==> config.mk <==
export PLATFORM = sky130hd
export DESIGN_NAME = multicycle_ctrl
export DESIGN_NICKNAME = d
export VERILOG_FILES = /design/src/rtl/cpu_ctrl_pkg.sv /design/src/rtl/multicycle_ctrl_outdec.sv /design/src/rtl/multicycle_ctrl.sv
export SDC_FILE = /design/constraint.sdc
export NUM_CORES = 1
export LEC_CHECK = 0
export BUFFER_PORTS_ARGS = -buffer_cell sky130_fd_sc_hd__clkbuf_2
export CAP_MARGIN = 20
export CORE_AREA = 10 10 47 49
export DETAILED_ROUTE_END_ITERATION = 7
export DIE_AREA = 0 0 57 59
export PLACE_DENSITY = 0.81
export SETUP_SLACK_MARGIN = 0.05
export SLEW_MARGIN = 20
export SYNTH_ARGS = -nofsm -noshare
export SYNTH_HDL_FRONTEND = slang
export SYNTH_SLANG_ARGS = --single-unit
==> constraint.sdc <==
create_clock -name clk -period 1.7 [get_ports clk]
set_input_delay 0.255 -clock clk [delete_from_list [all_inputs] [get_ports clk]]
set_output_delay 0.255 -clock clk [all_outputs]
set_load 0.005 [all_outputs]
==> src/rtl/cpu_ctrl_pkg.sv <==
// Shared encodings for the multicycle MIPS control path: opcodes, FSM states,
// ALU operation classes and datapath mux selects.
package cpu_ctrl_pkg;

    typedef enum logic [3:0] {
        S_IDLE     = 4'd0,
        S_FETCH    = 4'd1,
        S_DECODE   = 4'd2,
        S_MEM_ADDR = 4'd3,
        S_MEM_RD   = 4'd4,
        S_MEM_WB   = 4'd5,
        S_MEM_WR   = 4'd6,
        S_R_EXEC   = 4'd7,
        S_R_WB     = 4'd8,
        S_BRANCH   = 4'd9,
        S_JUMP     = 4'd10,
        S_I_EXEC   = 4'd11,
        S_I_WB     = 4'd12
    } state_t;

    localparam logic [5:0] OP_RTYPE = 6'b000000;
    localparam logic [5:0] OP_LW    = 6'b100011;
    localparam logic [5:0] OP_SW    = 6'b101011;
    localparam logic [5:0] OP_BEQ   = 6'b000100;
    localparam logic [5:0] OP_J     = 6'b000010;
    localparam logic [5:0] OP_ADDI  = 6'b001000;

    localparam logic [1:0] ALUOP_ADD   = 2'b00;
    localparam logic [1:0] ALUOP_SUB   = 2'b01;
    localparam logic [1:0] ALUOP_FUNCT = 2'b10;

    localparam logic [1:0] SRCB_RT      = 2'b00;
    localparam logic [1:0] SRCB_FOUR    = 2'b01;
    localparam logic [1:0] SRCB_IMM     = 2'b10;
    localparam logic [1:0] SRCB_IMM_SH2 = 2'b11;

    localparam logic [1:0] PCSRC_ALU    = 2'b00;
    localparam logic [1:0] PCSRC_ALUOUT = 2'b01;
    localparam logic [1:0] PCSRC_JUMP   = 2'b10;

endpackage

==> src/rtl/multicycle_ctrl_outdec.sv <==
// Combinational state-to-datapath-control decoder for the multicycle FSM.
// Only FETCH looks at memory readiness, so the IR/PC load waits for the word.
module multicycle_ctrl_outdec
    import cpu_ctrl_pkg::*;
(
    input  state_t     state,
    input  logic       mem_rdy,
    output logic       pc_write,
    output logic       pc_write_cond,
    output logic       i_or_d,
    output logic       mem_read,
    output logic       mem_write,
    output logic       ir_write,
    output logic       mem_to_reg,
    output logic       reg_dst,
    output logic       reg_write,
    output logic       alu_src_a,
    output logic [1:0] alu_src_b,
    output logic       alu_op1,
    output logic       alu_op0,
    output logic [1:0] pc_source
);

    logic [1:0] alu_op;

    assign alu_op1 = alu_op[1];
    assign alu_op0 = alu_op[0];

    always_comb begin
        pc_write      = 1'b0;
        pc_write_cond = 1'b0;
        i_or_d        = 1'b0;
        mem_read      = 1'b0;
        mem_write     = 1'b0;
        ir_write      = 1'b0;
        mem_to_reg    = 1'b0;
        reg_dst       = 1'b0;
        reg_write     = 1'b0;
        alu_src_a     = 1'b0;
        alu_src_b     = SRCB_RT;
        alu_op        = ALUOP_ADD;
        pc_source     = PCSRC_ALU;
        unique case (state)
            S_FETCH: begin
                mem_read  = 1'b1;
                alu_src_b = SRCB_FOUR;
                ir_write  = mem_rdy;
                pc_write  = mem_rdy;
            end
            S_DECODE: alu_src_b = SRCB_IMM_SH2;
            S_MEM_ADDR, S_I_EXEC: begin
                alu_src_a = 1'b1;
                alu_src_b = SRCB_IMM;
            end
            S_MEM_RD: begin
                mem_read = 1'b1;
                i_or_d   = 1'b1;
            end
            S_MEM_WB: begin
                reg_write  = 1'b1;
                mem_to_reg = 1'b1;
            end
            S_MEM_WR: begin
                mem_write = 1'b1;
                i_or_d    = 1'b1;
            end
            S_R_EXEC: begin
                alu_src_a = 1'b1;
                alu_op    = ALUOP_FUNCT;
            end
            S_R_WB: begin
                reg_write = 1'b1;
                reg_dst   = 1'b1;
            end
            S_I_WB: reg_write = 1'b1;
            S_BRANCH: begin
                alu_src_a     = 1'b1;
                alu_op        = ALUOP_SUB;
                pc_write_cond = 1'b1;
                pc_source     = PCSRC_ALUOUT;
            end
            S_JUMP: begin
                pc_write  = 1'b1;
                pc_source = PCSRC_JUMP;
            end
            default: ;
        endcase
    end

endmodule

==> src/rtl/multicycle_ctrl.sv <==
// Main control FSM of the multicycle MIPS datapath: holds the state register
// and next-state logic; datapath controls come from multicycle_ctrl_outdec.
module multicycle_ctrl
    import cpu_ctrl_pkg::*;
#(
    parameter int MEM_HANDSHAKE = 1,
    parameter int STATE_W       = 4
) (
    input  logic               clk,
    input  logic               rst_n,
    input  logic [5:0]         opcode,
    input  logic               mem_ready,
    output logic               pc_write,
    output logic               pc_write_cond,
    output logic               i_or_d,
    output logic               mem_read,
    output logic               mem_write,
    output logic               ir_write,
    output logic               mem_to_reg,
    output logic               reg_dst,
    output logic               reg_write,
    output logic               alu_src_a,
    output logic [1:0]         alu_src_b,
    output logic               alu_op1,
    output logic               alu_op0,
    output logic [1:0]         pc_source,
    output logic               illegal_op,
    output logic [STATE_W-1:0] state_dbg
);

    state_t state_q, state_d;
    logic   mem_rdy;

    assign mem_rdy   = (MEM_HANDSHAKE != 0) ? mem_ready : 1'b1;
    assign state_dbg = STATE_W'(state_q);

    always_comb begin
        state_d    = state_q;
        illegal_op = 1'b0;
        unique case (state_q)
            S_IDLE:   state_d = S_FETCH;
            S_FETCH:  if (mem_rdy) state_d = S_DECODE;
            S_DECODE: begin
                unique case (opcode)
                    OP_LW, OP_SW: state_d = S_MEM_ADDR;
                    OP_RTYPE:     state_d = S_R_EXEC;
                    OP_BEQ:       state_d = S_BRANCH;
                    OP_J:         state_d = S_JUMP;
                    OP_ADDI:      state_d = S_I_EXEC;
                    default: begin
                        illegal_op = 1'b1;
                        state_d    = S_FETCH;
                    end
                endcase
            end
            S_MEM_ADDR: state_d = (opcode == OP_SW) ? S_MEM_WR : S_MEM_RD;
            S_MEM_RD:   if (mem_rdy) state_d = S_MEM_WB;
            S_MEM_WR:   if (mem_rdy) state_d = S_FETCH;
            S_R_EXEC:   state_d = S_R_WB;
            S_I_EXEC:   state_d = S_I_WB;
            S_MEM_WB, S_R_WB, S_I_WB, S_BRANCH, S_JUMP: state_d = S_FETCH;
            default:    state_d = S_IDLE;
        endcase
    end

    always_ff @(posedge clk or negedge rst_n) begin
        if (!rst_n) state_q <= S_IDLE;
        else        state_q <= state_d;
    end

    multicycle_ctrl_outdec u_outdec (
        .state         (state_q),
        .mem_rdy       (mem_rdy),
        .pc_write      (pc_write),
        .pc_write_cond (pc_write_cond),
        .i_or_d        (i_or_d),
        .mem_read      (mem_read),
        .mem_write     (mem_write),
        .ir_write      (ir_write),
        .mem_to_reg    (mem_to_reg),
        .reg_dst       (reg_dst),
        .reg_write     (reg_write),
        .alu_src_a     (alu_src_a),
        .alu_src_b     (alu_src_b),
        .alu_op1       (alu_op1),
        .alu_op0       (alu_op0),
        .pc_source     (pc_source)
    );

endmodule

======== Word level (Yosys, flattened, before mapping) ========
Cells that the tools add are included.
word-level totals
  register bits after elaboration ......... 4
  input port bits ......................... 9
operators by class
  equality and inequality tests ........... 20
  multiplexer cells ....................... 21
  reduce and logical (&&, ||, !) cells .... 11
operator list
  operator                                                               number
  4-bit one-hot mux with 8 select lines                                  1
  4-bit equality test, second input constant                             5
  4-bit one-hot mux with 5 select lines                                  1
  4-bit by 3-bit equality test with 1-bit output, second input constant  4
  6-bit equality test, second input constant                             2
  4-bit two-way mux                                                      3
  6-bit OR reduction                                                     2
  1-bit two-way mux                                                      11
  4-bit by 2-bit equality test with 1-bit output, second input constant  2
  2-bit one-hot mux with 2 select lines                                  2
  2-bit OR reduction                                                     4
  6-bit by 2-bit equality test with 1-bit output, second input constant  1
  6-bit by 3-bit equality test with 1-bit output, second input constant  1
  6-bit by 4-bit equality test with 1-bit output, second input constant  1
  6-bit zero test                                                        1
  2-bit inequality test, second input constant                           3
  2-bit one-hot mux with 3 select lines                                  1
  4-bit by 1-bit equality test with 1-bit output, second input constant  1
  4-bit zero test                                                        1
  4-bit OR reduction                                                     1
  3-bit AND reduction                                                    1
  3-bit OR reduction                                                     1
  2-bit two-way mux                                                      1
  1-bit one-hot mux with 2 select lines                                  1

======== Logic depth before layout (Yosys ltp) ========
  depth in word-level cells ............... 4
  depth in mapped cells ................... 5

======== Cells and area by module ========
A second synthesis with hierarchy kept.
second synthesis, totals
  cell total of the unflattened synthesis .. 71
  area total of the unflattened synthesis .. 589.3 um^2
by module, submodules not included
  module                  times used  cells each  area an instance (um^2)  seq. area each (um^2)
  multicycle_ctrl         1           40          357.8                    100.1
  multicycle_ctrl_outdec  1           31          231.5                    0.0

======== Worst setup path before layout ========
No wires, ideal clock.
  path type ............................... register to output
  start ................................... register state_q[0] (netlist: state_dbg[0])
  end ..................................... output illegal_op
  data arrival time ....................... 1.101 ns
  path slack .............................. 0.344 ns
  cell stages (with the launch flop) ...... 6
  cells stage by stage .................... dfrtp_1 buf_6 nand2b_4 nor3_2 nand2_1 nor3_1
between the ends
  longest elaborated chain between the ends .. 2
ends and longest elaborated chain
  element                                         line                   RTL
  start: declaration                              multicycle_ctrl.sv:31  state_t state_q, state_d;
  start signal: assignment                        multicycle_ctrl.sv:68  else state_q <= state_d;
  4-bit by 2-bit equality test with 1-bit output  multicycle_ctrl.sv:40  unique case (state_q)
  1-bit two-way mux                               multicycle_ctrl.sv:40
  end: declaration                                multicycle_ctrl.sv:27  output logic illegal_op,
Every way passes these cells.

======== Worst setup path after layout ========
Ends and elaborated chain as after synthesis.

==> summary.txt <==
Outcome
  – Status: finished, final reports clean

STA
  – Final min period: about 1.6 ns
  – Achievable Freq: 0.6073 GHz
  – RSZ-0062 raised after global routing: true
  – Worst-margin pin slew: roughly 0.35 ns
  – Slew headroom: between 70% and 80%
  – Slew Limit Fails: 0
  – Final Setup Violations: 0
  – Clock skew: 0.01607 ns
  – Worst hold slack: between 0.3 and 0.4 ns
  – Final period util: roughly 97%
  – Endpoints failing hold: 0
  – Fin worst setup slack: about 0.053 ns

Critical path
  – Buf/Inv on CP: 1
  – Terminus of the critical flop-to-flop path: state_dbg[2]
  – Critical-path cell list: nand2b_4 > nor3_4 > nand2_1 > nor3_2 > buf_2
  – Critical path class: reg -> out
  – Reg2Reg Depth: 6
  – Crit Path Max Fanout: 4
  – Largest stage delay on the critical path: ~0.4 ns
  – Critical path's slowest cell: dfrtp_1
  – Crit end category: primary output
  – Crit path to: illegal_op
  – Flop-to-flop setup slack: 0.36 ns
  – Worst endpoint required time: between 1 and 1.5 ns
  – Crit path from: state_dbg[0]
  – Worst Path Arrival: roughly 1.4 ns
  – CP Launch Type: register
  – R2R Path Start: state_dbg[1]
  – Crit-path leading delay family: simple AND/OR/NAND/NOR gates
  – CP Depth: 5

Drt
  – Detailed Route WL: about 2000 µm
  – DRC viols: 0
  – 1st-iter DRT viols: 14
  – DR WL/cell: between 15 and 20 µm
  – Via count: 701
  – First-pass DRT Iterations: 4
  – Vias/cell: ~5.4
  – Final ANT Viol Nets: 0

Floorplan
  – Die span in x: approximately 57 µm
  – Die Y: between 50 and 60 µm
  – Core Area: between 1000 and 1500 µm²
  – Rows: 14
  – I/O pin count: 30
  – Die ar.: 3363 µm²
  – Starting density of the core: 36.88%

Synthesis
  – Post-synth ARST share: 100.0%
  – Synthesized net count: 80
  – Synth Flop Type: dfrtp_1
  – Number of synthesized register bits: 4
  – Synthesized area: slightly above 500 µm²
  – EDFF count, synth: 0
  – Yosys warnings: 0
  – Sequential area share after synthesis: ~19%
  – Cell variety after synth: 35
  – Syn Inst Count: between 70 and 80
  – Avg Inst Size Synth: roughly 7.3 µm²

Worst hold path
  – HP Start: opcode[1]
  – HP Class: in -> reg

GRT
  – Total track usage: between 10% and 20%
  – Pin count of the biggest net entering global routing: 13
  – Antenna violations before repair: 0
  – Vias in the first global route: 663
  – Grt total ovfl: 0
  – First-pass GRT wire length: between 2000 and 3000 µm

Layout
  – Final instance area: approximately 820 µm²
  – Share of cells above drive strength 1: between 50 and 60%
  – Synth-to-Final Area Change: 59.08%
  – Post-route core utilization: between 50% and 60%
  – Fin nets: about 130
  – Max reg flops: 4
  – Diode count: 0

Power and ir drop
  – VDD IR max: between 500 and 600 µV
  – Total Power: approximately 1.2 mW
  – Pwr dens: 1436 nW/µm²
  – LEAKAGE: approximately 0.42 nW

Placed design
  – IO buf count: 29
  – RePlAce Congestion: roughly 0.8
  – Setup WS pre-CTS: roughly 0.24 ns
  – Dpl cell area: ~670 µm²
  – Post-DP HPWL: between 1000 and 1500 µm

Clock network
  – Root buf cell: clkbuf_4
  – CTS H-Tree Depth: 1
  – Worst skew pair latency: 0.28 ns
  – Clock tree buffer depth: 2
  – TritonCTS clock tree: done
  – CTS clock-pin slew for the worst setup and hold paths: about 0.030 ns
  – CTS Sinks: 4
  – TritonCTS Buffers: 3

Flow run
  – MaxCap Viol Count: 0
## what timing repair did
item	4_1_cts	5_1_grt
pin swaps	0	1
resized for setup	4	5
hold endpoints to repair	4	0
hold buffers	1	0
gates cloned	0	0
setup buffers	3	10
setup endpoints to repair	5	8
## cell type report
type / count / area, µm²
Fill cell: 132 / 579.3
Multi-Input combinational cell: 60 / 389.1
Timing Repair Buffer: 47 / 282.8
Sequential cell: 4 / 103.9
Clock buffer: 3 / 22.52
Tap cell: 16 / 20.02
Inverter: 1 / 3.754
## cell usage in the layout (no fill, tap or decap), types with 2 or more instances in the layout
cell type / synthesis / layout
buf_4: 3 / 17
o22ai_1: 2 / 2
o21ai_1: 3 / 3
nand2_1: 7 / 7
a21oi_1: 4 / 3
a21o_1: 2 / 2
nor2_1: 10 / 8
nor3_1: 4 / 3
clkbuf_2: 0 / 28
dfrtp_2: 0 / 3
and3_1: 2 / 2
nand2b_1: 4 / 4
nor2_2: 1 / 3
clkbuf_4: 0 / 3
o21ai_0: 2 / 2
## stage by stage
stage,instances,setup TNS [ns]
after global placement,114,0
after floorplan,71,0
final,131,0
after global routing,131,-0.01367
after detailed placement,114,0
after CTS,121,0
## worst register-to-register path, stage by stage, from the launching register on
cell and delay (ns):
dfrtp_2 0.45, buf_4 0.15, buf_4 0.15, nand2_1 0.05, and3_1 0.17, a31oi_1 0.15, o22ai_1 0.10
## cell families (layout without fill, tap and decap cells)
group                  count (synthesis)  after routing  synth area share (%)
buffers and inverters                  7             51                 9.200
AO/OA/AOI/OAI                         21             21                 26.64
flip-flops                             4              4                 19.37
XOR/XNOR                               2              2                 3.390
AND/OR/NAND/NOR                       37             37                 41.41
## power by group
part / switching, mW / internal [mW] / leakage [nW]
sequential: 0.0704 / 0.134 / 0.0464
combinational: 0.406 / 0.426 / 0.363
clock: 0.0631 / 0.0805 / 0.0138
## synth_stat cells, types with 2 or more instances
cell type	count	area [µm²]
a21o_1	2	15.01
o22ai_1	2	12.51
dfrtp_1	4	100.1
and3_1	2	12.51
a21oi_1	4	20.02
nand2_1	7	26.28
buf_4	3	22.52
o21ai_0	2	10.01
nor3_1	4	20.02
nor2_1	10	37.54
buf_2	2	10.01
o21ai_1	3	15.01
nand2b_1	4	25.02
## worst min path at each step
stage	cells after the start	to	slack, ns
finish	2	state_dbg[0]	0.32
global route	2	state_dbg[0]	0.34
CTS	2	state_dbg[0]	0.34
detailed placement	1	state_dbg[0]	0.07
global placement	1	state_dbg[3]	0.07
floorplan	0	state_dbg[0]	-0.04
## metal layers
layer / routed length [µm] / global-route usage, %
met5: 0 / 0
met4: 72 / 8.054
met3: 113 / 2.575
met2: 1099 / 19.07
met1: 709 / 8.623
Note: power is estimated with default switching activity, not from simulation.
